File: config.mk
export PLATFORM = sky130hd
export DESIGN_NAME = imm_extender_pipe
export DESIGN_NICKNAME = d
export VERILOG_FILES = /design/src/rtl/imm_pkg.sv /design/src/rtl/imm_format.sv /design/src/rtl/imm_extender_pipe.sv
export SDC_FILE = /design/constraint.sdc
export NUM_CORES = 1
export LEC_CHECK = 0
export ABC_AREA = 1
export CAP_MARGIN = 20
export CORE_MARGIN = 8
export CORE_UTILIZATION = 45
export CTS_CLUSTER_DIAMETER = 150
export DETAILED_ROUTE_END_ITERATION = 16
export PLACE_DENSITY_LB_ADDON = 0.12
export SLEW_MARGIN = 20
export SYNTH_ARGS = -nofsm -noshare
export SYNTH_HDL_FRONTEND = slang
export SYNTH_SLANG_ARGS = --single-unit
File: constraint.sdc
create_clock -name clk -period 3.8 [get_ports clk]
set_input_delay 0.38 -clock clk [delete_from_list [all_inputs] [get_ports clk]]
set_output_delay 0.38 -clock clk [all_outputs]
set_load 0.05 [all_outputs]
File: src/rtl/imm_pkg.sv
// Shared types for the decode-stage immediate extender.
// Format select encoding and instruction width.
package imm_pkg;

  localparam int INSTR_W = 32;

  typedef enum logic [2:0] {
    IMM_U    = 3'd0,
    IMM_I    = 3'd1,
    IMM_J    = 3'd2,
    IMM_S    = 3'd3,
    IMM_B    = 3'd4,
    IMM_Z    = 3'd5,
    IMM_SH   = 3'd6,
    IMM_RSVD = 3'd7
  } imm_src_t;

  // Control half of a buffered entry; the data half is sized by the top's parameters.
  typedef struct packed {
    logic vld;
    logic err;
  } entry_flags_t;

endpackage

File: src/rtl/imm_format.sv
// Combinational RV32I immediate formatter: instruction word + format select -> XLEN immediate.
// Latency 0; no flow control.
module imm_format
  import imm_pkg::*;
#(
  parameter int XLEN = 32
) (
  input  logic [INSTR_W-1:0] instruct,
  input  imm_src_t           imm_src,
  output logic [XLEN-1:0]    extended,
  output logic               err
);

  logic [31:0] raw;
  logic        unused_opcode;

  assign unused_opcode = ^instruct[6:0];

  // raw is a 32-bit signed value; zero-extended forms keep bit 31 clear so a
  // single sign extension below covers every format.
  always_comb begin
    raw = '0;
    err = 1'b0;
    case (imm_src)
      IMM_U:  raw = {instruct[31:12], 12'b0};
      IMM_I:  raw = {{20{instruct[31]}}, instruct[31:20]};
      IMM_J:  raw = {{11{instruct[31]}}, instruct[31], instruct[19:12],
                     instruct[20], instruct[30:21], 1'b0};
      IMM_S:  raw = {{20{instruct[31]}}, instruct[31:25], instruct[11:7]};
      IMM_B:  raw = {{19{instruct[31]}}, instruct[31], instruct[7],
                     instruct[30:25], instruct[11:8], 1'b0};
      IMM_Z:  raw = {27'b0, instruct[19:15]};
      IMM_SH: raw = (XLEN == 32) ? {27'b0, instruct[24:20]} : {26'b0, instruct[25:20]};
      default: err = 1'b1;
    endcase
  end

  assign extended = XLEN'($signed(raw));

endmodule

File: src/rtl/imm_extender_pipe.sv
// Registered immediate extender with a 2-entry skid buffer and sideband tag.
// Latency 1 cycle; in_ready depends only on skid occupancy, never on out_ready.
module imm_extender_pipe
  import imm_pkg::*;
#(
  parameter int XLEN  = 32,
  parameter int TAG_W = 32
) (
  input  logic               clk,
  input  logic               rst,
  input  logic               flush,
  input  logic               in_valid,
  output logic               in_ready,
  input  logic [31:0]        instruct,
  input  logic [2:0]         immSrc,
  input  logic [TAG_W-1:0]   in_tag,
  output logic               out_valid,
  input  logic               out_ready,
  output logic [XLEN-1:0]    extended,
  output logic [TAG_W-1:0]   out_tag,
  output logic               out_err
);

  if (XLEN != 32 && XLEN != 64) begin : g_bad_xlen
    $error("imm_extender_pipe: XLEN must be 32 or 64");
  end

  typedef struct packed {
    logic [XLEN-1:0]  ext;
    logic [TAG_W-1:0] tag;
    logic             err;
  } entry_t;

  entry_t nxt, r0, r1;
  logic   r0_vld, r1_vld;
  logic   accept, consume;

  imm_format #(.XLEN(XLEN)) u_fmt (
    .instruct (instruct),
    .imm_src  (imm_src_t'(immSrc)),
    .extended (nxt.ext),
    .err      (nxt.err)
  );
  assign nxt.tag = in_tag;

  assign in_ready = ~r1_vld & ~rst;
  assign accept   = in_valid & in_ready;
  assign consume  = r0_vld & out_ready;

  always_ff @(posedge clk) begin
    if (rst) begin
      r0_vld <= 1'b0;
      r1_vld <= 1'b0;
      r0     <= '0;
      r1     <= '0;
    end else if (flush) begin
      r0_vld <= 1'b0;
      r1_vld <= 1'b0;
    end else if (consume) begin
      if (r1_vld) begin
        r0     <= r1;
        r1_vld <= accept;
        if (accept) r1 <= nxt;
      end else begin
        r0_vld <= accept;
        if (accept) r0 <= nxt;
      end
    end else if (!r0_vld) begin
      r0_vld <= accept;
      if (accept) r0 <= nxt;
    end else if (accept) begin
      r1_vld <= 1'b1;
      r1     <= nxt;
    end
  end

  // Gate with rst so outputs read zero for the whole reset window, not just after the edge.
  assign out_valid = r0_vld & ~rst;
  assign extended  = rst ? '0 : r0.ext;
  assign out_tag   = rst ? '0 : r0.tag;
  assign out_err   = r0.err & ~rst;

endmodule

=== After elaboration in Yosys (flattened, before gate mapping) ===
Cells that the tools add are included.
Widths: inputs -> output; s select.

* Equal/unequal tests: 9
* Multiplexer cells: 19
* Bitwise gates (word level): 8
* Reductions and logical operators: 8

{| class="wikitable"
|+ Operator list
! cell !! number
|-
| $mux 65 || 8
|-
| $pmux 32 s7 || 1
|-
| $mux 32 || 2
|-
| $eq 3x3->1 const B || 3
|-
| $mux 1 || 8
|-
| $reduce_or 7->1 || 1
|-
| $eq 3x2->1 const B || 2
|-
| $and 1x1->1 || 5
|-
| $ne 2x2->1 const B || 2
|-
| $reduce_and 2->1 || 2
|-
| $reduce_bool 2->1 || 2
|-
| $eq 3x1->1 const B || 1
|-
| $logic_not 3->1 || 1
|-
| $not 1->1 || 3
|-
| $reduce_and 3->1 || 1
|-
| $ne 2x1->1 const B || 1
|-
| $reduce_or 2->1 || 1
|}

* Bits in registers: 132
* Input port bits: 72
* Output and inout port bits: 67
* Word-level logic and storage cells: 52

=== Logic depth before layout (Yosys ltp) ===
Gate-level depths: netlist of run 1.

* Depth after elaboration: 6
* Mapped depth: 10
* Depth with buffers taken out: 9

=== Modules after synthesis ===
From an unflattened synthesis of run 1, not the netlist that was laid out.

* Cell total of the unflattened synthesis: 1,317
* Area, all modules: 7,578.5 µm²

{| class="wikitable"
|+ Modules (own cells, without submodules)
! module !! times used !! cells each !! area each (µm²) !! sequential area each (µm²)
|-
| imm_extender_pipe || 1 || 1,214 || 7,081.8 || 2,642.5
|-
| imm_format || 1 || 103 || 496.7 || 0.0
|}

=== Least setup slack after synthesis of run 1 ===
OpenSTA, ideal clock, no wires.

* Path kind: input -> output
* Start point: input rst
* End point: output extended[0]
* Arrival time: 1.583 ns
* Data required time: 3.420 ns
* Setup slack: 1.837 ns
* Stages: 4
* Buffers on the path: 3
* Cells stage by stage: buf_2 clkbuf_1 buf_2 nor2_1

* Longest elaborated chain between the ends: 1

{| class="wikitable"
|+ RTL lines
! item !! RTL line !! RTL
|-
| start, declared || imm_extender_pipe.sv:10 || <nowiki>input logic rst,</nowiki>
|-
| $mux 32 || imm_extender_pipe.sv:79 || <nowiki>assign extended = rst ? '0 : r0.ext;</nowiki>
|-
| end, declared || imm_extender_pipe.sv:19 || <nowiki>output logic [XLEN-1:0] extended,</nowiki>
|}

No other way between the ends.

=== Worst setup path in the final report of run 1 ===
* Start point: input rst
* End point: output extended[23]

The elaborated chain is that of the path after synthesis.

==> summary.txt, run 1 <==
Timing
  – Setup TNS: 0 ns
  – PnR worst setup slack: 1.37 ns
  – Final Hold Fails: 0
  – Clk_skew: between 0.005 and 0.006 ns
  – Final Cycle Share: 63.9%
  – Max_slew headroom: around 40%
  – Worst Max-Slew Pin Slew: 0.897 ns
  – Final setup fails: 0
  – Max Slew Vio Count: 0
  – Final worst hold slack: approximately 0.46 ns
  – Fmax: 412 MHz
  – RSZ-0062 raised after global routing: no
  – Tmin final: 2.43 ns

GRT
  – Initial antenna violation count: 0
  – First-pass GRT wire length: 32.0 mm
  – Vias in the first global route: about 6300
  – Tot GR Track Use: 19.8%
  – Grt ovf: 0
  – Largest net degree at the start of global routing: 74

Routing
  – Via count: 6843
  – Pre-antenna DRT Iters: 5
  – WL final: just under 20 mm
  – Routed length per placed instance: 14.0 µm
  – Routed Antenna Nets: 0
  – Vias per Instance: between 4 and 5
  – # DRC: 0
  – DRT iter0 DRCs: 399

Critical path
  – CP endpoint kind: primary output
  – Worst Path Max Fanout: 56
  – Required time worst endpoint: 3.42 ns
  – Critical R2R Launch: r0_vld$_SDFFE_PP0P_
  – Worst R2R Path Depth: 8
  – Critical path type: in2out
  – CP Launch Type: input port
  – WP data arrival: a little over 2 ns
  – RR Endpoint: r0[43]$_SDFFE_PP0P_
  – R2R setup slack: ~1.8 ns

Layout
  – Storage cell area: 2640 µm²
  – Synth-to-Final Area Change: 29.6%
  – Final Instance Area: 8710 µm²
  – Final std cells w/o fill: 1371
  – Share of layout cells above drive strength 1: about 4.7%
  – Commonest non-fill, non-tap cell in the layout: nand2_1
  – Number of fill cells: about 1400
  – Most frequent cells in the layout: nand2_1 (240), nor2_1 (191), o21ai_0 (157), dfxtp_1 (132), clkdlybuf4s50_1 (130)
  – Area occupied by multi-input gates: roughly 3300 µm²
  – Antenna cells: 0
  – Nets@finish: 1246

Logic synthesis
  – Syn. warnings: 0
  – Sequential fraction of the synthesis area: 39.3%
  – Avg Cell Area, Syn: 6.22 µm²
  – Post-Syn Area: around 6700 µm²
  – Syn nets: 1153
  – Seq cells post-synth: 132
  – Post-synthesis cell type count: 25
  – Synth Instances: between 1000 and 1500

Placement
  – Placement Cell Area: 8060 µm²
  – Place WS: roughly 1.1 ns
  – Placed insts: about 1300
  – GP Congestion: around 0.85
  – DPL Wire Length: 12.0 mm
  – Port bufs: 131

CTS
  – CTS Root Cell: clkbuf_16
  – H-tree Lvls: 4
  – Longest Clk Path Bufs: 2
  – CTS tree: yes
  – CTS buffer count: 17
  – Post_cts resized: 0
  – CTS Hold Bufs: 0
  – Clock-pin slew on the worst setup and hold paths: 0.06 ns
  – Clock Sinks: 132
  – Worst skew pair latency: roughly 0.42 ns
  – Post-CTS Setup Repair Bufs: 0

Min path
  – Hold path cells: 2
  – Hold path startpoint: r1[38]$_SDFFE_PP0P_
  – WHS Endpoint: r1[38]$_SDFFE_PP0P_
  – Hold Path Class: reg2reg

Die
  – IO Count: 139
  – DIE AREA: between 15000 and 20000 µm²
  – Core area: between 10000 and 15000 µm²
  – Die Span Y: around 140 µm
  – Num rows: 44
  – Starting density of the core: 46.1%
  – Die Span X: approximately 140 µm

Power and ir drop
  – Cell Pwr Density: 421 nW/µm²
  – Leakage: 3.86 nW
  – Peak VDD IR: 331 µV

Status
  – Status: finished, final reports clean

Job
  – Max cap viols: 0
## stage by stage
stage               power [mW]  util, %
floorplan                 1.69        -
global placement          1.85     55.2
detailed placement        1.85     55.2
CTS                       3.69     59.7
global route              3.80     59.7
finish                    3.67     59.7
## cell usage after synthesis, drive strengths merged
cell    number  share of area [%]
clkinv       1              0.074
clkbuf      34                1.9
dfxtp      132                 39
a21o         1               0.11
o21ai      179                 13
nor3         1               0.24
o211ai       7               0.78
nand4        8               0.84
inv        126                7.0
nand2      243                 14
a211oi       1               0.11
a21oi       92                6.8
nand3       23                1.7
nor2       194                 11
buf         39                3.0
## critical path, cell delays in order
cell and delay [ns]:
buf_4 0.50, buf_4 0.31, nor2_1 0.09, clkdlybuf4s50_1 0.73
## cell families (layout without fill, tap and decap cells)
group           Yosys count  in the layout  synth area share [%]
simple gates            469            469                  27.5
compound gates          280            280                  21.2
buf+inv                 200            306                  12.0
flops                   132            132                  39.3
## cell type report
class | count | share of cell area [%]
clock buffer | 22 | 5.21
clock inverter | 10 | 2.33
inverter | 127 | 5.50
multi-input combinational | 749 | 37.6
sequential | 132 | 30.3
tap | 184 | 2.64
timing repair buffer | 147 | 16.4
## registers in the layout, summed over array words and instances (netlist names)
name	cells
r0	65
r1	65
r0_vld	1
r1_vld	1
## metal layers
layer / share of wire (%) / track usage (%)
met1: 48 / 26.1
met2: 46 / 31.3
met3: 4.9 / 4.83
met4: 0.98 / 6.24
met5: 0 / 0
## worst max path at each step
stage	startpoint	endpoint	slack, ns
after floorplan	rst	extended[0]	1.84
after global routing	rst	out_tag[28]	1.30
after global placement	immSrc[0]	r0[60]$_SDFFE_PP0P_	1.13
after CTS	rst	extended[23]	1.38
after detailed placement	immSrc[0]	r0[60]$_SDFFE_PP0P_	1.13
final	rst	extended[23]	1.37
## power by group
group          switching (mW)  internal, mW  total, mW
Sequential             0.0103          1.41       1.42
Clock                   0.601          1.24       1.85
Combinational           0.255         0.146      0.401
Power figures use the tool's default switching activity.
==> run 2, diff against run 1 <==
clock period = 2.1 ns   (was 3.8 ns; I/O delays follow)
==> run 2 against run 1 <==
  * Non-clock buffer count increased by 13
  * Cell count grew 0.95%
  * First-iteration DRC count increased by 7.0%
  * Sequential power increased by 81%
  * Die area is the same
  * Via count rose by 0.86%
  * Setup slack worse by 0.86 ns
  * Largest cell class unchanged
  * Largest power group unchanged
==> summary.txt, run 2 (synthesis results as in run 1) <==
Routing
  – DRT iter0 DRCs: 427 (+7.0%)
  – WL final: 19.0 mm (-1.1%)
  – Pre-antenna DRT Iters: 5 (unchanged)
  – # DRC: 0 (unchanged)
  – Met2 wire len: 8.52 mm (-2.9%)
  – Top sig layer: met4
  – Met1 wire length: 9.20 mm (-1.2%)
  – Via count: 6902 (+0.86%)
  – Routed Antenna Nets: 0 (unchanged)
  – Vias per Instance: 4.99 (about the same)
  – Routed length per placed instance: 13.7 µm (-2.0%)
  – Met3 routed WL: 1.00 mm (+5.6%)

CTS
  – Worst skew pair latency: 0.41 ns (about the same)
  – Clock-pin slew on the worst setup and hold paths: 0.06 ns (about the same)
  – CTS buffer count: 17 (unchanged)
  – H-tree Lvls: 4 (unchanged)
  – CTS tree: yes
  – Clock Sinks: 132 (unchanged)
  – CTS Hold Bufs: 0 (unchanged)
  – Longest Clk Path Bufs: 2 (unchanged)
  – CTS Root Cell: clkbuf_16
  – Post_cts resized: 0 (unchanged)
  – Post-CTS Setup Repair Bufs: 0 (unchanged)

Layout
  – Number of fill cells: 1431 (-1.0%)
  – Nets@finish: 1259 (+1.0%)
  – Share of layout cells above drive strength 1: 11.7% (+6.9 points)
  – Antenna cells: 0 (unchanged)
  – Final Instance Area: 8700 µm² (-0.11%)
  – Storage cell area: 2640 µm² (unchanged)
  – Largest regs: r0: 65 flops, r1: 65 flops
  – Fin util: 59.7% (-0.069 points)
  – Area occupied by multi-input gates: 3280 µm² (unchanged)
  – Synth-to-Final Area Change: 29.5%
  – Most frequent cells in the layout: nand2_1 (240), nor2_1 (191), o21ai_0 (157), dfxtp_1 (132), inv_1 (124)
  – Commonest non-fill, non-tap cell in the layout: nand2_1

Timing
  – Final worst hold slack: 0.352 ns (-0.111 ns)
  – Max Slew Vio Count: 0 (unchanged)
  – Max_slew headroom: 50.3% (+10 points)
  – Clk_skew: 0.00623 ns (+0.000736 ns)
  – Setup TNS: 0 ns (unchanged)
  – Worst Max-Slew Pin Slew: 0.745 ns (-0.152 ns)
  – Final Cycle Share: 75.8%
  – Tmin final: 1.59 ns
  – RSZ-0062 raised after global routing: no
  – Fmax: 629 MHz
  – Final setup fails: 0 (unchanged)
  – Final Hold Fails: 0 (unchanged)

Critical path
  – Worst Path Max Fanout: 22 (-61%)
  – CP endpoint kind: flip-flop
  – CP Launch Type: flip-flop
  – CP Cell Sequence: nor2_4 > nand2_4 > clkinv_2 > nand4_2 > buf_12 > o21ai_0 > inv_1
  – Slowest stage cell on the critical path: dfxtp_1
  – R2R setup slack: 0.51 ns (-1.32 ns)
  – Critical path type: reg2reg
  – WP data arrival: 1.90 ns (-0.15 ns)
  – Critical Path Max Stage Delay: 0.36 ns (-0.37 ns)
  – Required time worst endpoint: 2.41 ns (-1.01 ns)

Die
  – Die Span X: 138 µm (unchanged)
  – Core area: 14600 µm² (unchanged)
  – Num rows: 44 (unchanged)
  – Die Span Y: 138 µm (unchanged)
  – IO Count: 139 (unchanged)
  – Starting density of the core: 46.1% (unchanged)
  – DIE AREA: 19100 µm² (unchanged)

GRT
  – Vias in the first global route: 6368 (+1.2%)
  – Grt ovf: 0 (unchanged)
  – First-pass GRT wire length: 32.1 mm (+0.37%)
  – Initial antenna violation count: 0 (unchanged)
  – Largest net degree at the start of global routing: 66 (-11%)
  – Tot GR Track Use: 19.8% (about the same)

Power and ir drop
  – Cell Pwr Density: 740 nW/µm² (+76%)
  – Peak VDD IR: 717 µV (+120%)
  – Leakage: 4.08 nW (+5.7%)

Status
  – Status: finished, final reports clean

Placement
  – Port bufs: 131 (unchanged)
  – GP Congestion: 0.894 (+5.8%)
  – DPL Wire Length: 12.7 mm (+6.0%)
  – Placement Cell Area: 8070 µm² (+0.22%)

Job
  – Max cap viols: 0 (unchanged)

Min path
  – Hold Path Class: in2reg
## run 2: path summary, 6_finish.rpt
path                            start                   to  cells past startpoint
setup / recovery  r1_vld$_SDFFE_PP0P_  r1[48]$_SDFFE_PP0P_                      7
hold / removal             in_tag[21]  r1[22]$_SDFFE_PP0P_                      3
setup reg to reg  r1_vld$_SDFFE_PP0P_  r1[48]$_SDFFE_PP0P_                      7
hold reg to reg   r1[39]$_SDFFE_PP0P_  r1[39]$_SDFFE_PP0P_                      2
## run 2: power by group
part / switching (mW) / total (mW) / internal [mW]
sequential: 0.0187 / 2.57 / 2.55
clock: 1.09 / 3.14 / 2.05
combinational: 0.463 / 0.733 / 0.270
total: 1.57 / 6.44 / 4.87
## run 2: per-layer routing
| layer | vias up | track usage (%) |
|---|---|---|
| li1 | 3635 | - |
| met1 | 3055 | 26.5 |
| met2 | 188 | 31.2 |
| met3 | 24 | 4.45 |
| met4 | 0 | 5.95 |
| met5 | - | 0 |
## run 2: per-stage QoR
step           power [mW]  cells  worst slack [ns]
6_report             6.44   1384             0.509
5_1_grt              6.69   1384             0.345
4_1_cts              6.49   1384             0.515
3_5_place_dp         3.36   1352             0.147
3_3_place_gp         3.35   1352             0.165
2_1_floorplan        3.06   1081             0.431
## run 2: worst max-delay path: cells and delay by family (launching register included)
family,cells,cell delay (ns)
simple gates,3,0.53
buf+inv,3,0.42
compound gates,1,0.17
flops,1,0.36
## run 2: area by class of cell
class / count / share of cell area, %
multi-input combinational: 749 / 37.6
sequential: 132 / 30.4
timing repair buffer: 160 / 16.6
clock buffer: 23 / 5.84
inverter: 127 / 5.49
tap: 184 / 2.64
clock inverter: 9 / 1.41
